<file path="src/rtl/mem_stage_cache_ctrl.sv">
// ---------------------------------------------------------------------------
// mem_stage_cache_ctrl
// Memory-stage request controller sitting between the EX/MEM pipeline
// register and the data cache. It accepts one load or store at a time,
// rejects malformed requests without touching the cache, and issues legal
// requests over the cache ready/valid handshake. Address, data and command
// are held stable through miss service. The pipeline is stalled until the
// response cycle. Saturating hit and miss counters are kept.
//
// Ports
//   clk, reset                 clock, asynchronous active-low reset
//   req_valid/read/write       memory op from EX/MEM (held while stall=1)
//   req_addr, req_wdata        byte address and store data
//   stall                      combinational pipeline freeze
//   resp_valid/err/rdata       one-cycle completion pulse, error flag, load data
//   cache_is_input_valid       request strobe to the cache (REQ state only)
//   cache_addr/din/mem_read/mem_write  latched request toward the cache
//   cache_is_ready             cache accepts the strobe
//   cache_is_output_valid      cache result available, with cache_dout
//   hit_count, miss_count      saturating performance counters
// ---------------------------------------------------------------------------
module mem_stage_cache_ctrl #(
   parameter int ADDR_W = 32,
   parameter int DATA_W = 32
) (
   input  logic              clk,
   input  logic              reset,
   input  logic              req_valid,
   input  logic              req_read,
   input  logic              req_write,
   input  logic [ADDR_W-1:0] req_addr,
   input  logic [DATA_W-1:0] req_wdata,
   output logic              stall,
   output logic              resp_valid,
   output logic [DATA_W-1:0] resp_rdata,
   output logic              resp_err,
   output logic              cache_is_input_valid,
   output logic [ADDR_W-1:0] cache_addr,
   output logic              cache_mem_read,
   output logic              cache_mem_write,
   output logic [DATA_W-1:0] cache_din,
   input  logic              cache_is_ready,
   input  logic              cache_is_output_valid,
   input  logic [DATA_W-1:0] cache_dout,
   output logic [31:0]       hit_count,
   output logic [31:0]       miss_count
);

   typedef enum logic [1:0] {
      ST_IDLE = 2'd0,
      ST_REQ  = 2'd1,
      ST_WAIT = 2'd2,
      ST_RESP = 2'd3
   } state_e;

   state_e              state_q, state_d;
   logic                first_q, first_d;
   logic                iv_q, iv_d;
   logic [ADDR_W-1:0]   addr_q, addr_d;
   logic [DATA_W-1:0]   din_q, din_d;
   logic                rd_q, rd_d;
   logic                wr_q, wr_d;
   logic                rvalid_q, rvalid_d;
   logic                rerr_q, rerr_d;
   logic [DATA_W-1:0]   rdata_q, rdata_d;
   logic [31:0]         hit_q, hit_d;
   logic [31:0]         miss_q, miss_d;
   logic                legal_s;

   // Exactly one command bit and a word-aligned address.
   function automatic logic req_is_legal(input logic rd, input logic wr,
                                         input logic [1:0] lsb);
      return (rd ^ wr) & (lsb == 2'b00);
   endfunction

   // Counters stick at all-ones instead of wrapping.
   function automatic logic [31:0] sat_inc(input logic [31:0] v);
      return (v == 32'hFFFF_FFFF) ? v : v + 32'd1;
   endfunction

   assign legal_s = req_is_legal(req_read, req_write, req_addr[1:0]);

   // Next-state and next-output logic for the request FSM.
   always_comb begin
      state_d  = state_q;
      first_d  = first_q;
      iv_d     = 1'b0;
      addr_d   = addr_q;
      din_d    = din_q;
      rd_d     = rd_q;
      wr_d     = wr_q;
      rvalid_d = 1'b0;
      rerr_d   = 1'b0;
      rdata_d  = rdata_q;
      hit_d    = hit_q;
      miss_d   = miss_q;
      case (state_q)
         ST_IDLE, ST_RESP: begin
            // RESP accepts like IDLE so back-to-back ops see no bubble.
            if (req_valid) begin
               if (legal_s) begin
                  state_d = ST_REQ;
                  iv_d    = 1'b1;
                  addr_d  = req_addr;
                  din_d   = req_wdata;
                  rd_d    = req_read;
                  wr_d    = req_write;
               end else begin
                  // Rejected ops bypass the cache entirely.
                  state_d  = ST_RESP;
                  rvalid_d = 1'b1;
                  rerr_d   = 1'b1;
               end
            end else begin
               state_d = ST_IDLE;
            end
         end
         ST_REQ: begin
            if (cache_is_ready) begin
               state_d = ST_WAIT;
               first_d = 1'b1;
            end else begin
               iv_d = 1'b1;
            end
         end
         ST_WAIT: begin
            // A result on the very first WAIT cycle is a hit.
            first_d = 1'b0;
            if (cache_is_output_valid) begin
               state_d  = ST_RESP;
               rvalid_d = 1'b1;
               if (rd_q) begin
                  rdata_d = cache_dout;
               end else begin
                  rdata_d = rdata_q;
               end
               if (first_q) begin
                  hit_d = sat_inc(hit_q);
               end else begin
                  miss_d = sat_inc(miss_q);
               end
            end else begin
               state_d = ST_WAIT;
            end
         end
         default: begin
            state_d = ST_IDLE;
         end
      endcase
   end

   // FSM state and registered outputs.
   always_ff @(posedge clk or negedge reset) begin
      if (!reset) begin
         state_q  <= ST_IDLE;
         first_q  <= 1'b0;
         iv_q     <= 1'b0;
         addr_q   <= {ADDR_W{1'b0}};
         din_q    <= {DATA_W{1'b0}};
         rd_q     <= 1'b0;
         wr_q     <= 1'b0;
         rvalid_q <= 1'b0;
         rerr_q   <= 1'b0;
         rdata_q  <= {DATA_W{1'b0}};
         hit_q    <= 32'd0;
         miss_q   <= 32'd0;
      end else begin
         state_q  <= state_d;
         first_q  <= first_d;
         iv_q     <= iv_d;
         addr_q   <= addr_d;
         din_q    <= din_d;
         rd_q     <= rd_d;
         wr_q     <= wr_d;
         rvalid_q <= rvalid_d;
         rerr_q   <= rerr_d;
         rdata_q  <= rdata_d;
         hit_q    <= hit_d;
         miss_q   <= miss_d;
      end
   end

   // Stall covers the in-flight states and any op being accepted this cycle.
   always_comb begin
      if ((state_q == ST_REQ) || (state_q == ST_WAIT)) begin
         stall = 1'b1;
      end else begin
         stall = req_valid;
      end
   end

   assign cache_is_input_valid = iv_q;
   assign cache_addr           = addr_q;
   assign cache_din            = din_q;
   assign cache_mem_read       = rd_q;
   assign cache_mem_write      = wr_q;
   assign resp_valid           = rvalid_q;
   assign resp_err             = rerr_q;
   assign resp_rdata           = rdata_q;
   assign hit_count            = hit_q;
   assign miss_count           = miss_q;

endmodule

</file>
<file path="config.mk">
export PLATFORM = sky130hd
export DESIGN_NAME = mem_stage_cache_ctrl
export DESIGN_NICKNAME = d
export VERILOG_FILES = /design/src/rtl/mem_stage_cache_ctrl.sv
export SDC_FILE = /design/constraint.sdc
export NUM_CORES = 1
export LEC_CHECK = 0
export CORE_MARGIN = 2
export CORE_UTILIZATION = 48
export CTS_CLUSTER_SIZE = 40
export DETAILED_ROUTE_END_ITERATION = 6
export HOLD_SLACK_MARGIN = 0.05
export PLACE_DENSITY = 0.86
export SLEW_MARGIN = 20
export SYNTH_ARGS = -nofsm -noshare
export SYNTH_HDL_FRONTEND = slang
export SYNTH_SLANG_ARGS = --single-unit
export TNS_END_PERCENT = 5
</file>
<file path="constraint.sdc">
create_clock -name clk -period 5.3 [get_ports clk]
set_input_delay 0.795 -clock clk [delete_from_list [all_inputs] [get_ports clk]]
set_output_delay 0.795 -clock clk [all_outputs]
set_load 0.05 [all_outputs]
</file>
==> metrics.txt, run 1 <==
Tmin final=3150 ps; CP arrival=around 2400 ps; Tot GR Track Use=a little under a quarter; Area growth, synth to finish=48.0%; WL/cell=18.6 um; I/O pin total=around 270; CTS tree=done; Max Transition Viols Final=0; worst-path maximum fanout=5; dominant synthesized flop cell=dfrtp_1; Post-synth EDFFs=0; GRT overflow=0; Fin. Hold Viols=0; Multi-input gate area=around 0.0028 mm^2; first-pass GRT wire length=29300 um; number of global-route vias before repair=5445; # diodes=0; starting density of the core=between 40 and 50%; Synth Register Bits=168; Die Height=between 100 and 150 um; vias per cell=between 5 and 6; largest cells by area after synthesis=dfrtp_1 (59%), mux2_2 (13%), xnor2_1 (6.4%); post-route cell area=around 0.010 mm^2; Peak VDD IR=approximately 430 uV; worst skew pair latency=approximately 420 ps; Ys Warns=0; Post-synth ARST share=100%; CTS buffer count=17; final setup fails=0; largest net degree at the start of global routing=slightly below 70; fmax=~320 MHz; worst flop-to-flop path endpoint=cache_din[9]; Final Non-Filler Cells=985; final setup TNS=0 ps; Util after Layout=between 70% and 80%; CP Class=primary input to output port; core area=0.0145 mm^2; Post CTS Setup Buffer Count=0; Syn Area/Cell=~14 um^2; drt pass-1 iters=4; Chip Width=approximately 130 um; sequential fraction of the synthesis area=between 50 and 60%; Leak Pwr=4.47 nW; placed cell areas=between 0.009 and 0.01 mm^2; syn_nets=~630; worst endpoint required time=roughly 4500 ps; cts hold-fix bufs=0; clock-pin slew on the worst setup and hold paths=60 ps; Final #Nets=900; R2R depth=4; crit path capture type=output port; final WL=around 18000 um; FF-to-FF Start=state_q[0]; placer congestion estimate=around 0.85; DRC Markers=0; share of layout cells above drive strength 1=~16%; Fill cells=around 980; register area=roughly 0.0042 mm^2; max_cap viols=0; top cell type's share of synthesized area=about three fifths; Worst setup SP type=primary input; H-tree depth=4; die area=around 0.016 mm^2; DP HPWL=~14000 um; Core Rows=44; initial antenna violation count=0; via count=5277; I/O Buffers=around 270; Yosys top cell by area=dfrtp_1; post-synth cell types=between 40 and 50; clk_skew=approximately 5.9 ps; placed cells=956; Worst slew margin=between 30% and 40%; RSZ-0062 raised after global routing=false; post-route clock period utilization=approximately three fifths; 1st-iter DRT viols=between 300 and 400; status=completed; reg2reg setup slack=2860 ps; Bufs on Longest Clock Path=2; Worst-Margin Slew=932 ps; antenna viol nets, final=0; clk sink count=168; Power Dens Cells=roughly 590 mW/mm^2; synthesized area=0.00707 mm^2; CTS resizes=0; clk root buf=clkbuf_16; Cells after Synth=between 500 and 600; Hold Crit Class=primary input to asynchronous set/reset pin
[cells by family (layout without fill, tap and decap cells)]
logic type | Yosys count | in the layout | share of synthesized area (%)
AO/OA/AOI/OAI | 16 | 16 | 2.14
XOR/XNOR | 61 | 61 | 7.55
multiplexers | 97 | 97 | 15.4
buffers and inverters | 23 | 305 | 1.72
flip-flops | 168 | 168 | 59.4
adder cells (fa/ha/maj) | 6 | 6 | 1.06
AND/OR/NAND/NOR | 148 | 148 | 12.7
[state kept, by name, summed over array words and instances, names as in the netlist, 2 cells and up]
signal,cells
cache_addr,32
resp_rdata,32
hit_count,32
miss_count,32
cache_din,32
state_q,2
[power breakdown]
part           total (mW)  internal [mW]  leakage, nW  switching (mW)
sequential           1.96           1.70         2.15           0.262
combinational        3.07           1.10         2.05            1.97
clock                1.17          0.695        0.267           0.477
[through the flow]
step	hold WS, ps	setup slack (ps)	power (mW)
6_report	368	2150	6.20
3_3_place_gp	467	2030	4.98
2_1_floorplan	499	3130	3.90
5_1_grt	400	2060	6.44
3_5_place_dp	479	1980	5.06
4_1_cts	370	2130	6.26
[placed cells by master (no fill, tap or decap), types with 4 or more instances in the layout]
master	Yosys	layout
and2_1	5	5
and3_1	16	16
and4_1	7	7
clkbuf_16	0	17
clkdlybuf4s50_1	0	267
clkinv_2	0	4
dfrtp_1	168	168
ha_1	6	6
inv_1	5	5
mux2_1	15	15
mux2_2	82	82
nand2_1	22	22
nand3_1	35	34
nand4_1	24	24
nor2_1	14	14
xnor2_1	52	52
xor2_1	9	9
[critical path, cell delays in order]
cell and delay [ps]:
clkdlybuf4s50_1 590, nand2b_1 150, clkdlybuf4s50_1 820
[worst max path at each step]
stage	slack [ps]	depth (start not counted)	start	to
4_1_cts	2130	3	req_valid	stall
3_3_place_gp	2030	5	req_read	cache_din[9]
5_1_grt	2060	3	req_valid	stall
2_1_floorplan	3130	6	miss_count[0]	miss_count[26]
3_5_place_dp	1980	5	req_read	cache_din[9]
6_report	2150	3	req_valid	stall
[cells in the mapped netlist, types with 2 or more instances]
library cell and n:
o21ai_0 3, mux2_2 82, nand4_2 2, buf_1 2, nor2b_1 3, nand2b_1 2
and2_1 5, nor4_1 3, and3_1 16, xor2_1 9, nor2_1 14, a31oi_1 2
xnor2_1 52, nand2_1 22, a211oi_1 2, clkbuf_1 2, a31oi_4 2, ha_1 6
mux2_1 15, buf_6 2, buf_2 10, a21oi_1 3, nor3_1 2, nand4_1 24
nand3_1 35, inv_1 5, buf_4 2, dfrtp_1 168, and4_1 7
[per-layer routing]
layer	wire [um]	vias to the layer above	GRT usage, %	share of wire (%)
met5	0	-	0	0
met4	383	0	9.54	2.1
met3	1350	31	7.87	7.4
met2	9170	230	39.5	50
met1	7400	2630	29.2	40
li1	-	2386	-	-
[cell type report]
cell class / count / area share, %
Clock inverter: 9 / 0.992
Tap cell: 184 / 2.20
Inverter: 5 / 0.179
Multi-Input combinational cell: 328 / 26.4
Clock buffer: 20 / 4.27
Sequential cell: 168 / 40.1
Timing Repair Buffer: 271 / 25.8
No activity file was read; power rests on OpenSTA's default activity.
==> run 2, diff against run 1 <==
Settings changed: CORE_UTILIZATION 48 to 40, PLACE_DENSITY 0.86 to 0.77.
Clock period 5.3 ns to 2.8 ns, I/O delays scaled along.
==> metrics.txt, run 2 (synthesized netlist as in run 1, its figures left out) <==
I/O Buffers=268 (unchanged); Fin. Hold Viols=0 (unchanged); Hold Crit Class=primary input to asynchronous set/reset pin; worst endpoint required time=2380 ps (-2130 ps); Worst path slowest cell=clkdlybuf4s50_1; worst-path maximum fanout=12 (+7); antenna viol nets, final=0 (unchanged); Tot GR Track Use=19.6% (-4.3 points); status=completed; R2R depth=6 (+2); switching share of power=42.6% (-1.1 points); core area=0.0173 mm^2 (+19%); share of layout cells above drive strength 1=16.9% (+0.66 points); Power Dens Cells=1140 mW/mm^2 (+92%); worst flop-to-flop path endpoint=hit_count[11]; Die Height=137 um (+9.2%); via count=5186 (-1.7%); Bufs on Longest Clock Path=2 (unchanged); cts hold-fix bufs=0 (unchanged); reg2reg setup slack=540 ps (-2320 ps); max_cap viols=0 (unchanged); Most Crowded Layer GR=met2; final WL=18200 um (-0.71%); most common cell after layout, fill and taps aside=clkdlybuf4s50_1; RSZ-0062 raised after global routing=false; worst skew pair latency=420 ps (about the same); CTS buffer count=17 (unchanged); Core Rows=48 (+9.1%); starting density of the core=40.9% (-8.0 points); clk root buf=clkbuf_16; Worst slew margin=37.8% (-0.10 points); H-tree depth=4 (unchanged); vias per cell=5.03 (-6.0%); clk_skew=8.83 ps (+2.89 ps); Clock Power Share=21.6% (+2.7 points); P_int=6.95 mW (+99%); placer congestion estimate=0.847 (+0.20%); drt pass-1 iters=4 (unchanged); Largest delay share family, worst path=buffers and inverters; CP bufs+invs=1 (-1); Area growth, synth to finish=50.8%; post-route clock period utilization=between 80% and 90%; FF-to-FF Start=hit_count[0]; Chip Width=137 um (+9.2%); final setup TNS=0 ps (unchanged); first-pass GRT wire length=28400 um (-3.3%); Worst-Margin Slew=934 ps (+1.50 ps); clock-pin slew on the worst setup and hold paths=60 ps (about the same); Logic pwr share=47.8% (-1.7 points); crit path capture type=output port; WL/cell=17.6 um (-5.0%); GRT overflow=0 (unchanged); fmax=428 MHz; Peak VDD IR=875 uV (+110%); DRC Markers=0 (unchanged); commonest non-fill, non-tap cells in the layout=clkdlybuf4s50_1 (266), dfrtp_1 (168), mux2_2 (82); die area=0.0188 mm^2 (+19%); Worst setup SP type=flip-flop; met2 usage=32.9% (-6.6 points); clk sink count=168 (unchanged); initial antenna violation count=0 (unchanged); DP HPWL=13200 um (-2.5%); Placement Setup Slack=331 ps (-1650 ps); largest net degree at the start of global routing=169 (+140%); # diodes=0 (unchanged); CTS tree=done; I/O pin total=269 (unchanged); largest stage delay on the critical path=890 ps (+70 ps); final setup margin=463 ps (-1680 ps); Leak Pwr=4.54 nW (+1.7%); GR Util met3=8.59% (+0.72 points); met1 global-route usage=22.8% (-6.4 points); final setup fails=0 (unchanged); Post CTS Setup Buffer Count=0 (unchanged); CP arrival=1920 ps (-440 ps); Net Switching=5.17 mW (+91%); CP Class=flip-flop to output port; Tmin final=between 2000 and 2500 ps; CTS resizes=0 (unchanged); CP Cell Sequence=clkdlybuf4s50_1; Max Transition Viols Final=0 (unchanged); number of global-route vias before repair=5387 (-1.1%); share of power burned in registers=30.6% (-1.0 points); Final #Nets=902 (+0.22%); 1st-iter DRT viols=237 (-21%)
run 2: cell count changes in the layout (fill, tap and decap cells not counted), sizes merged:
cell	previous run	this run
bufinv	2	5
clkinvlp	2	0
buf	4	7
clkdlybuf4s50	267	266
clkbuf	20	21
clkinv	5	3
inv	5	7
run 2: final cells by class:
class | instances | area (um^2)
fillers | 1277 | 6630
flip-flops and latches | 168 | 4200
multi-input cells | 328 | 2760
repair buffers | 273 | 2740
clock buffers | 21 | 470
well taps | 225 | 282
clock inverters | 10 | 190
inverters | 5 | 18.8
run 2: through the flow:
| step | hold slack [ps] | instances | power, mW | utilization (%) | instance area, um^2 |
|---|---|---|---|---|---|
| CTS | 210 | 1030 | 12.2 | 61.7 | 10700 |
| global placement | 463 | 999 | 9.44 | 57.9 | 10000 |
| detailed placement | 471 | 999 | 9.56 | 57.9 | 10000 |
| floorplan | 124 | 519 | 7.38 | - | 7070 |
| global route | 225 | 1030 | 12.6 | 61.7 | 10700 |
| finish | 124 | 1030 | 12.1 | 61.7 | 10700 |
run 2: worst max-delay path by stage:
stage	end	slack, ps	depth (start not counted)	startpoint
after floorplan	miss_count[26]	630	6	miss_count[0]
after global placement	cache_din[26]	400	6	req_read
after detailed placement	cache_din[27]	330	6	req_read
after CTS	hit_count[16]	470	1	hit_count[16]
after global routing	hit_count[11]	360	6	hit_count[0]
final	hit_count[16]	460	1	hit_count[16]
run 2: power groups by stage:
stage / sequential [mW] / clock (mW) / combinational, mW
after floorplan: 6.38 / 0 / 1.01
after global placement: 3.70 / 0 / 5.75
after global routing: 3.80 / 2.78 / 6.02
final: 3.71 / 2.62 / 5.79
after CTS: 3.72 / 2.67 / 5.84
after detailed placement: 3.75 / 0 / 5.82
run 2: per-layer routing:
metal	wire length, um	vias to the layer above
met4	295	0
li1	-	2393
met5	0	-
met1	6950	2565
met2	9290	205
met3	1640	23
==> run 3, diff against run 2 <==
Clock period 2.8 ns to 2.13 ns, I/O delays scaled along.
==> metrics.txt, run 3 (synthesized netlist as in run 1, its figures left out) <==
status=completed; via count=5265 (+1.5%); DRC Markers=0 (unchanged); placer congestion estimate=0.806 (-4.8%); CTS buffer count=17 (unchanged); Worst slew margin=62.3% (+24 points); Chip Width=137 um (unchanged); Final #Nets=912 (+1.1%); I/O pin total=269 (unchanged); Largest delay share family, worst path=buffers and inverters; largest net degree at the start of global routing=68 (-60%); reg2reg setup slack=170 ps (-370 ps); antenna viol nets, final=0 (unchanged); Placement Setup Slack=44.1 ps (-287 ps); largest stage delay on the critical path=860 ps (-30 ps); Area growth, synth to finish=52.3%; clock-pin slew on the worst setup and hold paths=60 ps (about the same); CP Cell Sequence=clkdlybuf4s50_1; Critical Path Start=hit_count[26]; met3 wire length=1490 um (-9.4%); Logic pwr share=48.5% (+0.7 points); crit path capture type=output port; Peak VDD IR=1300 uV (+49%); Worst setup SP type=flip-flop; Fin. Hold Viols=0 (unchanged); worst endpoint required time=1810 ps (-570 ps); final setup fails=0 (unchanged); DP HPWL=13600 um (+2.6%); Bufs on Longest Clock Path=2 (unchanged); Worst-Margin Slew=564 ps (-369 ps); overall power=15.9 mW (+31%); die area=0.0188 mm^2 (unchanged); commonest non-fill, non-tap cells in the layout=clkdlybuf4s50_1 (264), dfrtp_1 (165), mux2_2 (82); I/O Buffers=268 (unchanged); Power Dens Cells=1470 mW/mm^2 (+30%); worst flop-to-flop path endpoint=hit_count[30]; met1 WL=7220 um (+3.8%); Final Non-Filler Cells=1041 (+1.1%); placed cell areas=0.0101 mm^2 (+1.2%); WL/cell=17.5 um (-0.77%); worst-path maximum fanout=6 (-6); P_int=8.94 mW (+29%); drt pass-1 iters=4 (unchanged); Tot GR Track Use=19.8% (+0.18 points); # diodes=0 (unchanged); final setup TNS=0 ps (unchanged); fmax=about 480 MHz; most common cell after layout, fill and taps aside=clkdlybuf4s50_1; max_cap viols=0 (unchanged); switching share of power=43.7% (+1.0 points); Net Switching=6.93 mW (+34%); 1st-iter DRT viols=230 (-3.0%); share of power burned in registers=30.9% (+0.3 points); post-route clock period utilization=slightly below 100%; R2R depth=6 (unchanged); core area=0.0173 mm^2 (unchanged); GRT overflow=0 (unchanged); Core Rows=48 (unchanged); final setup margin=60.7 ps (-403 ps); Max Transition Viols Final=0 (unchanged); clk_skew=10.6 ps (+1.79 ps); met2 routed WL=9130 um (-1.7%); Hold Crit Class=primary input to asynchronous set/reset pin; CP arrival=1750 ps (-170 ps); share of layout cells above drive strength 1=18.6% (+1.7 points); crit path capture=hit_count[26]; first-pass GRT wire length=28600 um (+0.88%); worst skew pair latency=430 ps (about the same); starting density of the core=40.9% (unchanged); Die Height=137 um (unchanged); clk sink count=168 (unchanged); CP bufs+invs=1 (unchanged); Worst path slowest cell=clkdlybuf4s50_1; Max Used Layer=met4; clk root buf=clkbuf_16; FF-to-FF Start=hit_count[1]; CP Class=flip-flop to output port; post-route cell area=0.0108 mm^2 (+0.96%); number of global-route vias before repair=5518 (+2.4%); H-tree depth=4 (unchanged); final WL=18200 um (+0.29%); Leak Pwr=4.62 nW (+1.6%); RSZ-0062 raised after global routing=false; CTS tree=done; initial antenna violation count=0 (unchanged); Tmin final=2070 ps; Clock Power Share=20.7% (-0.9 points); vias per cell=5.06 (+0.45%); placed cells=1008 (+0.90%); CP Depth=1 (unchanged)
==> run 3: through the flow <==
| step | utilization (%) | hold WS (ps) |
|---|---|---|
| 2_1_floorplan | - | 23.9 |
| 4_1_cts | 62.2 | 435 |
| 6_report | 62.3 | 420 |
| 5_1_grt | 62.3 | 455 |
| 3_5_place_dp | 58.6 | 317 |
| 3_3_place_gp | 58.6 | 301 |
==> run 3: worst min-delay path by stage <==
stage / slack [ps] / startpoint / to / cells after the start
2_1_floorplan: 20 / reset / cache_addr[0] / 0
3_3_place_gp: 300 / reset / hit_count[12] / 1
3_5_place_dp: 320 / reset / hit_count[7] / 1
4_1_cts: 440 / reset / hit_count[9] / 2
5_1_grt: 460 / reset / hit_count[12] / 2
6_report: 420 / reset / hit_count[9] / 2
==> run 3: metal layers <==
layer,vias to the layer above,global-route usage [%]
li1,2420,-
met1,2614,23.8
met2,197,32.2
met3,34,7.41
met4,0,7.73
met5,-,0
==> run 3: cell type report <==
type                            count  area (um^2)
Tap cell                          225          282
Inverter                            5         18.8
Multi-Input combinational cell    328         2770
Timing Repair Buffer              283         2870
Fill cell                        1321         6520
Clock buffer                       18          439
Clock inverter                     14          188
Sequential cell                   168         4210
==> run 3: what timing repair did <==
item | 4_1_cts | 5_1_grt
hold buffers | 1 | 0
resized for setup | 1 | 3
gates cloned | 0 | 0
setup endpoints to repair | 1 | 10
hold endpoints to repair | 53 | 0
setup buffers | 0 | 0
==> run 3: power by group through the flow <==
stage	Clock, mW	Combinational (mW)	Sequential [mW]
3_3_place_gp	0	7.63	4.86
5_1_grt	3.48	8.00	5.02
6_report	3.28	7.69	4.90
4_1_cts	3.35	7.76	4.90
2_1_floorplan	0	1.32	8.39
3_5_place_dp	0	7.72	4.93
